==> src/rtl/dsp48_mac_sequencer.sv <==
// Control side of a DSP48 slice used as an N_TAPS-term multiply-accumulate engine:
// streams operand pairs into A/B, aligns opmode, drains the pipeline and returns each dot product.
module dsp48_mac_sequencer #(
   parameter int unsigned N_TAPS   = 4,
   parameter int unsigned PIPE_LAT = 3,
   parameter int unsigned OPM_DLY  = 1
) (
   input  logic        CLK,
   input  logic        RST,
   input  logic        s_valid,
   output logic        s_ready,
   input  logic [17:0] s_a,
   input  logic [17:0] s_b,
   output logic        m_valid,
   input  logic        m_ready,
   output logic [47:0] m_data,
   output logic [17:0] dsp_a,
   output logic [17:0] dsp_b,
   output logic [7:0]  dsp_opmode,
   output logic        dsp_ce,
   output logic        dsp_rst,
   input  logic [47:0] dsp_p,
   output logic        busy
);

   localparam int unsigned TC_W = (N_TAPS > 1) ? $clog2(N_TAPS) : 1;
   localparam int unsigned DC_W = $clog2(PIPE_LAT);
   localparam int unsigned DL_W = (OPM_DLY > 0) ? OPM_DLY : 1;

   typedef enum logic [1:0] {
      ACCUM,
      DRAIN,
      OUT
   } state_t;

   state_t            state_q, state_d;
   logic [TC_W-1:0]   term_q, term_d;
   logic [DC_W-1:0]   drain_q, drain_d;
   logic              m_valid_q, m_valid_d;
   logic [47:0]       m_data_q, m_data_d;
   logic [DL_W-1:0]   dl_first_q, dl_first_d;
   logic [DL_W-1:0]   dl_live_q, dl_live_d;

   logic              push_first;
   logic              tap_first;
   logic              tap_live;

   always_comb begin
      state_d    = state_q;
      term_d     = term_q;
      drain_d    = drain_q;
      m_valid_d  = m_valid_q && !m_ready;
      m_data_d   = m_data_q;
      dl_first_d = dl_first_q;
      dl_live_d  = dl_live_q;
      s_ready    = 1'b0;
      dsp_ce     = 1'b0;
      dsp_a      = '0;
      dsp_b      = '0;
      push_first = 1'b0;

      case (state_q)
         ACCUM: begin
            s_ready = 1'b1;
            dsp_ce  = s_valid;
            if (s_valid) begin
               dsp_a      = s_a;
               dsp_b      = s_b;
               push_first = (term_q == '0);
               if (term_q == TC_W'(N_TAPS - 1)) begin
                  term_d  = '0;
                  drain_d = DC_W'(PIPE_LAT - 1);
                  state_d = DRAIN;
               end else begin
                  term_d = term_q + TC_W'(1);
               end
            end
         end
         DRAIN: begin
            dsp_ce  = 1'b1;
            drain_d = drain_q - DC_W'(1);
            if (drain_q == DC_W'(1)) begin
               state_d = OUT;
            end
         end
         OUT: begin
            // capture wins over the handshake clear, so m_valid stays high back-to-back
            if (!m_valid_q || m_ready) begin
               m_data_d  = dsp_p;
               m_valid_d = 1'b1;
               state_d   = ACCUM;
            end
         end
         default: state_d = ACCUM;
      endcase

      // live marks entries that came from a real advance step; unfilled taps give opmode 00
      if (dsp_ce) begin
         dl_first_d[0] = push_first;
         dl_live_d[0]  = 1'b1;
         for (int unsigned i = 1; i < DL_W; i++) begin
            dl_first_d[i] = dl_first_q[i-1];
            dl_live_d[i]  = dl_live_q[i-1];
         end
      end
   end

   generate
      if (OPM_DLY == 0) begin : g_tap_now
         assign tap_first = push_first;
         assign tap_live  = dsp_ce;
      end else begin : g_tap_dly
         assign tap_first = dl_first_q[OPM_DLY-1];
         assign tap_live  = dl_live_q[OPM_DLY-1];
      end
   endgenerate

   always_ff @(posedge CLK) begin
      if (RST) begin
         state_q    <= ACCUM;
         term_q     <= '0;
         drain_q    <= '0;
         m_valid_q  <= 1'b0;
         m_data_q   <= '0;
         dl_first_q <= '0;
         dl_live_q  <= '0;
      end else begin
         state_q    <= state_d;
         term_q     <= term_d;
         drain_q    <= drain_d;
         m_valid_q  <= m_valid_d;
         m_data_q   <= m_data_d;
         dl_first_q <= dl_first_d;
         dl_live_q  <= dl_live_d;
      end
   end

   assign dsp_opmode = !tap_live ? 8'h00 : (tap_first ? 8'h01 : 8'h09);
   assign dsp_rst    = RST;
   assign m_valid    = m_valid_q;
   assign m_data     = m_data_q;
   assign busy       = (state_q != ACCUM) || (term_q != '0);

endmodule

==> config.mk <==
export PLATFORM = sky130hd
export DESIGN_NAME = dsp48_mac_sequencer
export DESIGN_NICKNAME = d
export VERILOG_FILES = /design/src/rtl/dsp48_mac_sequencer.sv
export SDC_FILE = /design/constraint.sdc
export NUM_CORES = 1
export LEC_CHECK = 0
export ABC_CLOCK_PERIOD_IN_PS = 1600
export CAP_MARGIN = 25
export CORE_MARGIN = 2
export CORE_UTILIZATION = 37
export CTS_CLUSTER_SIZE = 24
export DETAILED_ROUTE_END_ITERATION = 10
export GPL_TIMING_DRIVEN = 0
export PLACE_DENSITY = 0.81
export REMOVE_ABC_BUFFERS = 1
export SKIP_CTS_REPAIR_TIMING = 1
export SYNTH_ARGS = -nofsm -noshare
export SYNTH_HDL_FRONTEND = slang
export SYNTH_SLANG_ARGS = --single-unit
==> constraint.sdc <==
create_clock -name CLK -period 1.6 [get_ports CLK]
set_input_delay 0.32 -clock CLK [delete_from_list [all_inputs] [get_ports CLK]]
set_output_delay 0.32 -clock CLK [all_outputs]
set_load 0.05 [all_outputs]
==> flow_summary.toml, run 1 <==
[finish]
fin_nets = 578
final_area_mm2 = 0.005309
diodes = 0
area_delta_synth_final_pct = 81.95
multi_input_area_mm2 = 0.001642
final_layout_size_suffix_gt1_share_pct = 20.82
fill_cells = 578
seqCellArea_mm2 = 0.001149
final_cells = 592

[pwr]
totalPowerFinal_uw = 3606
vdd_ir_drop_max_v = 0.0003751
pwr_density_cell_mw_per_mm2 = 679.3
p_leak_uw = 0.002916

[global_route]
grt-ovfl-total = 0
grt_usage_pct = 16.73
grt_max_degree = 56
grt_pass1_vias = 2379
antenna_found_initial = 0
grt_pass1_wl_um = 11540

[route]
drt_iter0_drc = 50
vias_per_cell = 4.524
wire_per_inst_um = 14.45
vias = 2678
drt_wl_total_um = 8553
ant_nets = 0
drtPass1Iterations = 6
drc = 0

[worst_hold_path]
worstHoldEndpoint = "state_q[0]$_SDFFE_PP0P_"
hp-start = "s_valid"
hp-class = "in -> reg"
min_path_cells = 4

[job]
drv_cap = 0

[sta]
setup_ws_ps = -379.8
relSlewSlack_pct = 64.39
setup_tns_ps = -10850
fin_crit_ps = 1980
setup_viol = 36
tightest_slew_ps = 533.3
fin_worst_skew_ps = 7.022
min_period_over_period_pct = 123.7
final-hold-violation-count = 0
fmax_mhz = 505.1
slew_violations = 0
rsz0062_at_grt = "yes"

[clocking]
clk_latency_ps = 320
clk_path_buf_depth = 2
htree_levels = 3
clk_pin_slew_ps = 70
numCtsBuffers = 9
cts_root_buf = "clkbuf_8"
cts_tree = "built"
clock_sinks = 57

[worst_setup_path]
cp_max_fo = 8
worstSetupPathType = "reg -> out"
required_ps = 1280
r2r_slack_ps = 200
reg2reg_from = "state_q[1]$_SDFFE_PP0P_"
critical_path.endpoint_type = "primary output"
critPathLaunchType = "flip-flop"
worst_ep_arrival_time_ps = 1660
regToRegEndpoint = "m_data[10]$_SDFFE_PP0P_"
reg2regPathDepth = 5

[outcome]
violations = "setup timing"
outcome = "complete, but fails checks"

[logic_synthesis]
yosys-top-cells-area = "dfxtp_1 (39%), nand2b_1 (21%), mux2i_1 (17%)"
yosys.area_share.xor_xnor_pct = 0
ys_seq_area_share_pct = 39.11
synthArstFlopShare_pct = 0
synth-edff-count = 0
synth.area.mux_share_pct = 17.20
synth-simple-area-share_pct = 32.50
ys_types = 27
yosys_register_bits = 57
yosysTopAreaCellShare_pct = 39.11
syn-cell-area_mm2 = 0.002918
synth_top_family_by_area = "simple AND/OR/NAND/NOR gates"
postSynthAreaPerCell_um2 = 9.504
synthTopCellsByCount = "nand2b_1 (98), dfxtp_1 (57), mux2i_1 (49), and2_1 (36), clkbuf_1 (13)"
yosysMostFrequentCell = "nand2b_1"
synth_compound_area_share_pct = 1.844
yosys.area_share.adder_pct = 1.286
postSynthCellCount = 307
ys_warn_count = 0
ys.flop_type = "dfxtp_1"
synth_top_area_cell = "dfxtp_1"

[placement]
routabilityCongestion = 0.6846
pre_cts_ws_ps = -1279
io_buffers = 178
hpwlAfterDp_um = 5675
dp_cells = 566
place_area_mm2 = 0.004721

[floorplanning]
io_pins = 185
dieArea_mm2 = 0.008612
initial_core_util_pct = 37.96
die_w_um = 92.80
core_area_mm2 = 0.007687
num_rows = 32
die_h_um = 92.80
how the worst max path moves through the flow:
stage / startpoint / to / slack, ps / cells after the start
after floorplan: state_q[1]$_SDFFE_PP0P_ / dsp_a[0] / -1280 / 2
after global placement: s_valid / dsp_a[7] / -3070 / 4
after detailed placement: s_valid / dsp_a[5] / -1280 / 6
after CTS: s_valid / dsp_a[5] / -1280 / 6
after global routing: state_q[0]$_SDFFE_PP0P_ / dsp_b[10] / -470 / 4
final: state_q[0]$_SDFFE_PP0P_ / dsp_b[10] / -380 / 4
registers in the layout (all words and copies together), names as in the netlist:
| signal | cells |
|---|---|
| drain_q | 2 |
| term_q | 2 |
| m_data | 48 |
| m_valid | 1 |
| state_q | 2 |
| dl_live_q | 1 |
| dl_first_q | 1 |
layout make-up:
type / instances / area share, %
clock inverters: 4 / 0.8485
clock buffers: 10 / 2.593
multi-input cells: 221 / 30.92
repair buffers: 195 / 41.39
well taps: 102 / 2.404
inverters: 3 / 0.2121
flip-flops and latches: 57 / 21.64
through the flow:
step           utilization [%]  hold slack [ps]
2_1_floorplan                -            389.1
3_3_place_gp             60.17            456.9
3_5_place_dp             61.41            464.4
4_1_cts                  63.79            475.1
5_1_grt                  69.06            453.8
6_report                 69.06            441.4
cell usage in the layout (no fill, tap or decap), types with 2 or more instances in the layout:
cell type | Yosys | final
nor3b_1 | 3 | 2
inv_1 | 3 | 3
o21ai_0 | 2 | 2
mux2i_1 | 49 | 49
clkdlybuf4s50_1 | 0 | 85
dfxtp_4 | 0 | 2
ha_1 | 3 | 3
buf_2 | 1 | 2
clkinv_2 | 0 | 3
clkbuf_8 | 0 | 10
nor2b_1 | 2 | 2
conb_1 | 1 | 6
nor2_1 | 4 | 3
buf_4 | 11 | 10
buf_6 | 3 | 12
a21oi_1 | 4 | 4
dlymetal6s2s_1 | 0 | 52
buf_8 | 2 | 23
dfxtp_1 | 57 | 55
and2_4 | 0 | 21
clkbuf_4 | 0 | 7
nand2b_1 | 98 | 98
nor3_1 | 2 | 2
and2_1 | 36 | 15
nand2_1 | 5 | 5
kinds of logic after synthesis:
kind of cell | count (synthesis)
flip-flops | 57
buffers and inverters | 34
multiplexers | 50
AO/OA/AOI/OAI | 9
AND/OR/NAND/NOR | 153
adder cells (fa/ha/maj) | 3
other | 1
critical path, cell delays in order, from the launching register on:
cell	delay (ps)
dfxtp_4	380
nor3b_4	300
buf_2	260
and2_1	160
clkbuf_4	230
where the power goes:
part | internal, µW | leakage (µW) | total (µW) | switching, µW
logic | 458 | 0.00236 | 882 | 423
registers | 1430 | 0.000461 | 1430 | 7.46
clock network | 736 | 0.0000978 | 1290 | 554
total | 2620 | 0.00292 | 3610 | 985
layer usage:
metal / up-vias / global-route usage [%] / wire [µm]
met4: 0 / 5.392 / 198
met2: 112 / 27.29 / 4320
li1: 1325 / - / -
met3: 19 / 7.730 / 768
met1: 1222 / 19.46 / 3266
met5: - / 0 / 0
(Power assumes the default switching activity.)
==> run 2: changes to the inputs <==
Settings changed: ABC_AREA set to 1, ABC_CLOCK_PERIOD_IN_PS 1600 to unset, CORE_UTILIZATION 37 to 38, CTS_BUF_LIST set to sky130_fd_sc_hd__clkbuf_4 sky130_fd_sc_hd__clkbuf_8, PLACE_DENSITY 0.81 to 0.83.
==> run 2 against run 1 <==
The flow still finishes with violations (setup timing). Critical path type unchanged. Design area grew 4.4%. Non-clock buffer count shrank 4. Largest cell class unchanged. Clock power down 9%. Power is 0.36% higher. Synthesized area down 0.47%. Sequential share of layout area fell by 0.95 points. Maximum frequency is 8.4% higher. Critical path depth up 1. Synthesized cell count rose by 51%.
==> flow_summary.toml, run 2 <==
[global_route]
antenna_found_initial = 0
grt-ovfl-total = 0
grt_usage_pct = 20.40
grt_pass1_wl_um = 13920
grt_max_degree = 50
grt_pass1_vias = 2989

[route]
wire_per_inst_um = 14.91
drc = 0
drtPass1Iterations = 4
vias = 3434
drt_iter0_drc = 116
ant_nets = 0
vias_per_cell = 4.591
drt_wl_total_um = 11150

[placement]
place_area_mm2 = 0.004671
io_buffers = 178
hpwlAfterDp_um = 6117
dp_cells = 715
routabilityCongestion = 0.7408

[clocking]
cts_tree = "built"
clk_pin_slew_ps = 60
clk_path_buf_depth = 2
numCtsBuffers = 9
cts_root_buf = "clkbuf_8"
clock_sinks = 57
htree_levels = 3
clk_latency_ps = 330

[finish]
largest_reg_flops = 48
final_area_mm2 = 0.005542
final_util_pct = 75.59
final_cells = 748
final_cell_mix = "nor2_1 (103), inv_1 (97), clkdlybuf4s50_1 (85)"
final_layout_size_suffix_gt1_share_pct = 19.26
mostFrequentLayoutCell = "nor2_1"
diodes = 0
fill_cells = 515
area_delta_synth_final_pct = 90.82
fin_nets = 735

[sta]
fin_worst_skew_ps = 7.087
fin_crit_ps = 1827
rsz0062_at_grt = "yes"
setup_ws_ps = -227.2
setup_viol = 38
whs_ps = 469.6
fmax_mhz = 547.3
tightest_slew_ps = 592.7
final-hold-violation-count = 0
relSlewSlack_pct = 60.48
slew_violations = 0
min_period_over_period_pct = 114.2

[worst_setup_path]
reg2regPathDepth = 6
critPathLaunchType = "flip-flop"
critPathMaxStageDelay_ps = 370
cp_max_fo = 9
reg2reg_from = "m_valid$_SDFF_PP0_"
required_ps = 1280
regToRegEndpoint = "m_data[47]$_SDFFE_PP0P_"
critical_path.endpoint_type = "primary output"
crit_chain = "nor2_4 > buf_12 > nand2_8 > nor2_4 > buf_8"
r2r_slack_ps = 140
worstSetupPathType = "reg -> out"
cp_common_cell = "nor2_4"
cpMaxStageDelayCell = "dfxtp_4"
worst_ep_arrival_time_ps = 1510

[pwr]
p_sw_share_pct = 31.48
pwr_density_cell_mw_per_mm2 = 653.1
pwr-share-clk_pct = 32.4
p_leak_uw = 0.003422
seqPwrFrac_pct = 39.8
totalPowerFinal_uw = 3619
p_switching_uw = 1139
p_int_uw = 2480
vdd_ir_drop_max_v = 0.0005957
p_comb_share_pct = 27.8

[logic_synthesis]
yosysMostFrequentCell = "nor2_1"
postSynthAreaPerCell_um2 = 6.272
synth-edff-count = 0
ys_seq_area_share_pct = 39.29
synthTopCellsByCount = "nor2_1 (134), inv_1 (98), nand2_1 (65), dfxtp_1 (57), nand3_1 (53)"
ys.flop_type = "dfxtp_1"
yosys.area_share.adder_pct = 1.293
ys_warn_count = 0
yosys_register_bits = 57
yosysTopAreaCellShare_pct = 39.29
synthArstFlopShare_pct = 0
yosys.area_share.xor_xnor_pct = 0
ys_types = 21
synth_top_area_cell = "dfxtp_1"
yosys-top-cells-area = "dfxtp_1 (39%), nor2_1 (17%), inv_1 (13%)"
postSynthCellCount = 463
synth_top_family_by_area = "simple AND/OR/NAND/NOR gates"
syn-cell-area_mm2 = 0.002904
synth.area.mux_share_pct = 0
synth-simple-area-share_pct = 37.40
synth_compound_area_share_pct = 1.379

[floorplanning]
num_rows = 31
dieArea_mm2 = 0.008358
die_w_um = 91.42
die_h_um = 91.42
io_pins = 185
initial_core_util_pct = 39.61
core_area_mm2 = 0.007331

[worst_hold_path]
worstHoldEndpoint = "drain_q[1]$_SDFFE_PP0P_"
hp-start = "drain_q[1]$_SDFFE_PP0P_"
hp-class = "reg -> reg"
min_path_cells = 2

[job]
drv_cap = 0

[outcome]
outcome = "complete, but fails checks"
violations = "setup timing"
==> run 2: cell types whose count changed after synthesis, sizes merged, moves of 5 or more <==
cell    previous run  this run
and2              36         0
buf               18        24
clkbuf            13         8
inv                3        99
mux2i             49         0
nand2              5        66
nand2b            99         0
nand3              0        53
nor2               4       142
==> run 2: layout make-up <==
type	instances	area (µm²)	area share [%]
timing repair inverter	1	5.005	0.09031
sequential	57	1146	20.68
tap	99	123.9	2.235
multi-input combinational	284	1549	27.95
clock inverter	5	31.28	0.5645
inverter	100	379.1	6.841
clock buffer	11	145.1	2.619
timing repair buffer	191	2162	39.02
==> run 2: power groups by stage <==
stage	Clock [µW]	Sequential (µW)	Combinational, µW
6_report	1170	1440	1010
5_1_grt	1280	1440	1060
4_1_cts	1210	1440	809
3_5_place_dp	0	1470	803
3_3_place_gp	0	1470	791
2_1_floorplan	0	1480	411
==> run 2: kinds of logic after synthesis <==
logic type | count (synthesis)
and+or+nand+nor | 262
buffers and inverters | 132
DFF | 57
AOI/OAI and AO/OA | 8
adders and majority gates | 3
other | 1
==> run 2: stage by stage <==
| stage | TNS (ps) | setup slack, ps |
|---|---|---|
| floorplan | -41260 | -781.6 |
| global placement | -92830 | -1110 |
| detailed placement | -70460 | -1023 |
| CTS | -69280 | -1126 |
| global route | -9176 | -278.3 |
| finish | -7017 | -227.2 |
==> run 2: worst max-delay path by stage <==
| stage | start | end | slack, ps | cells after the start |
|---|---|---|---|---|
| after global routing | state_q[0]$_SDFFE_PP0P_ | dsp_b[7] | -280 | 5 |
| after CTS | state_q[0]$_SDFFE_PP0P_ | dsp_a[5] | -1130 | 4 |
| after global placement | RST | m_data[11]$_SDFFE_PP0P_ | -1110 | 4 |
| after detailed placement | s_valid | dsp_b[2] | -1020 | 4 |
| final | state_q[0]$_SDFFE_PP0P_ | dsp_b[14] | -230 | 5 |
| after floorplan | state_q[0]$_SDFFE_PP0P_ | dsp_a[0] | -780 | 3 |
==> run 2: worst max-delay path, delay by kind of cell, from the launching register on <==
kind	cells	cell delay [ps]
buffers and inverters	2	320
and+or+nand+nor	3	480
DFF	1	370
==> run 2: metal layers <==
metal	wire, µm	global-route usage, %	up-vias	share of wire (%)
li1	-	-	1693	-
met1	4389	23.39	1575	39
met2	5834	35.36	136	52
met3	594	6.639	30	5.3
met4	333	7.197	0	3.0
met5	0	0	-	0
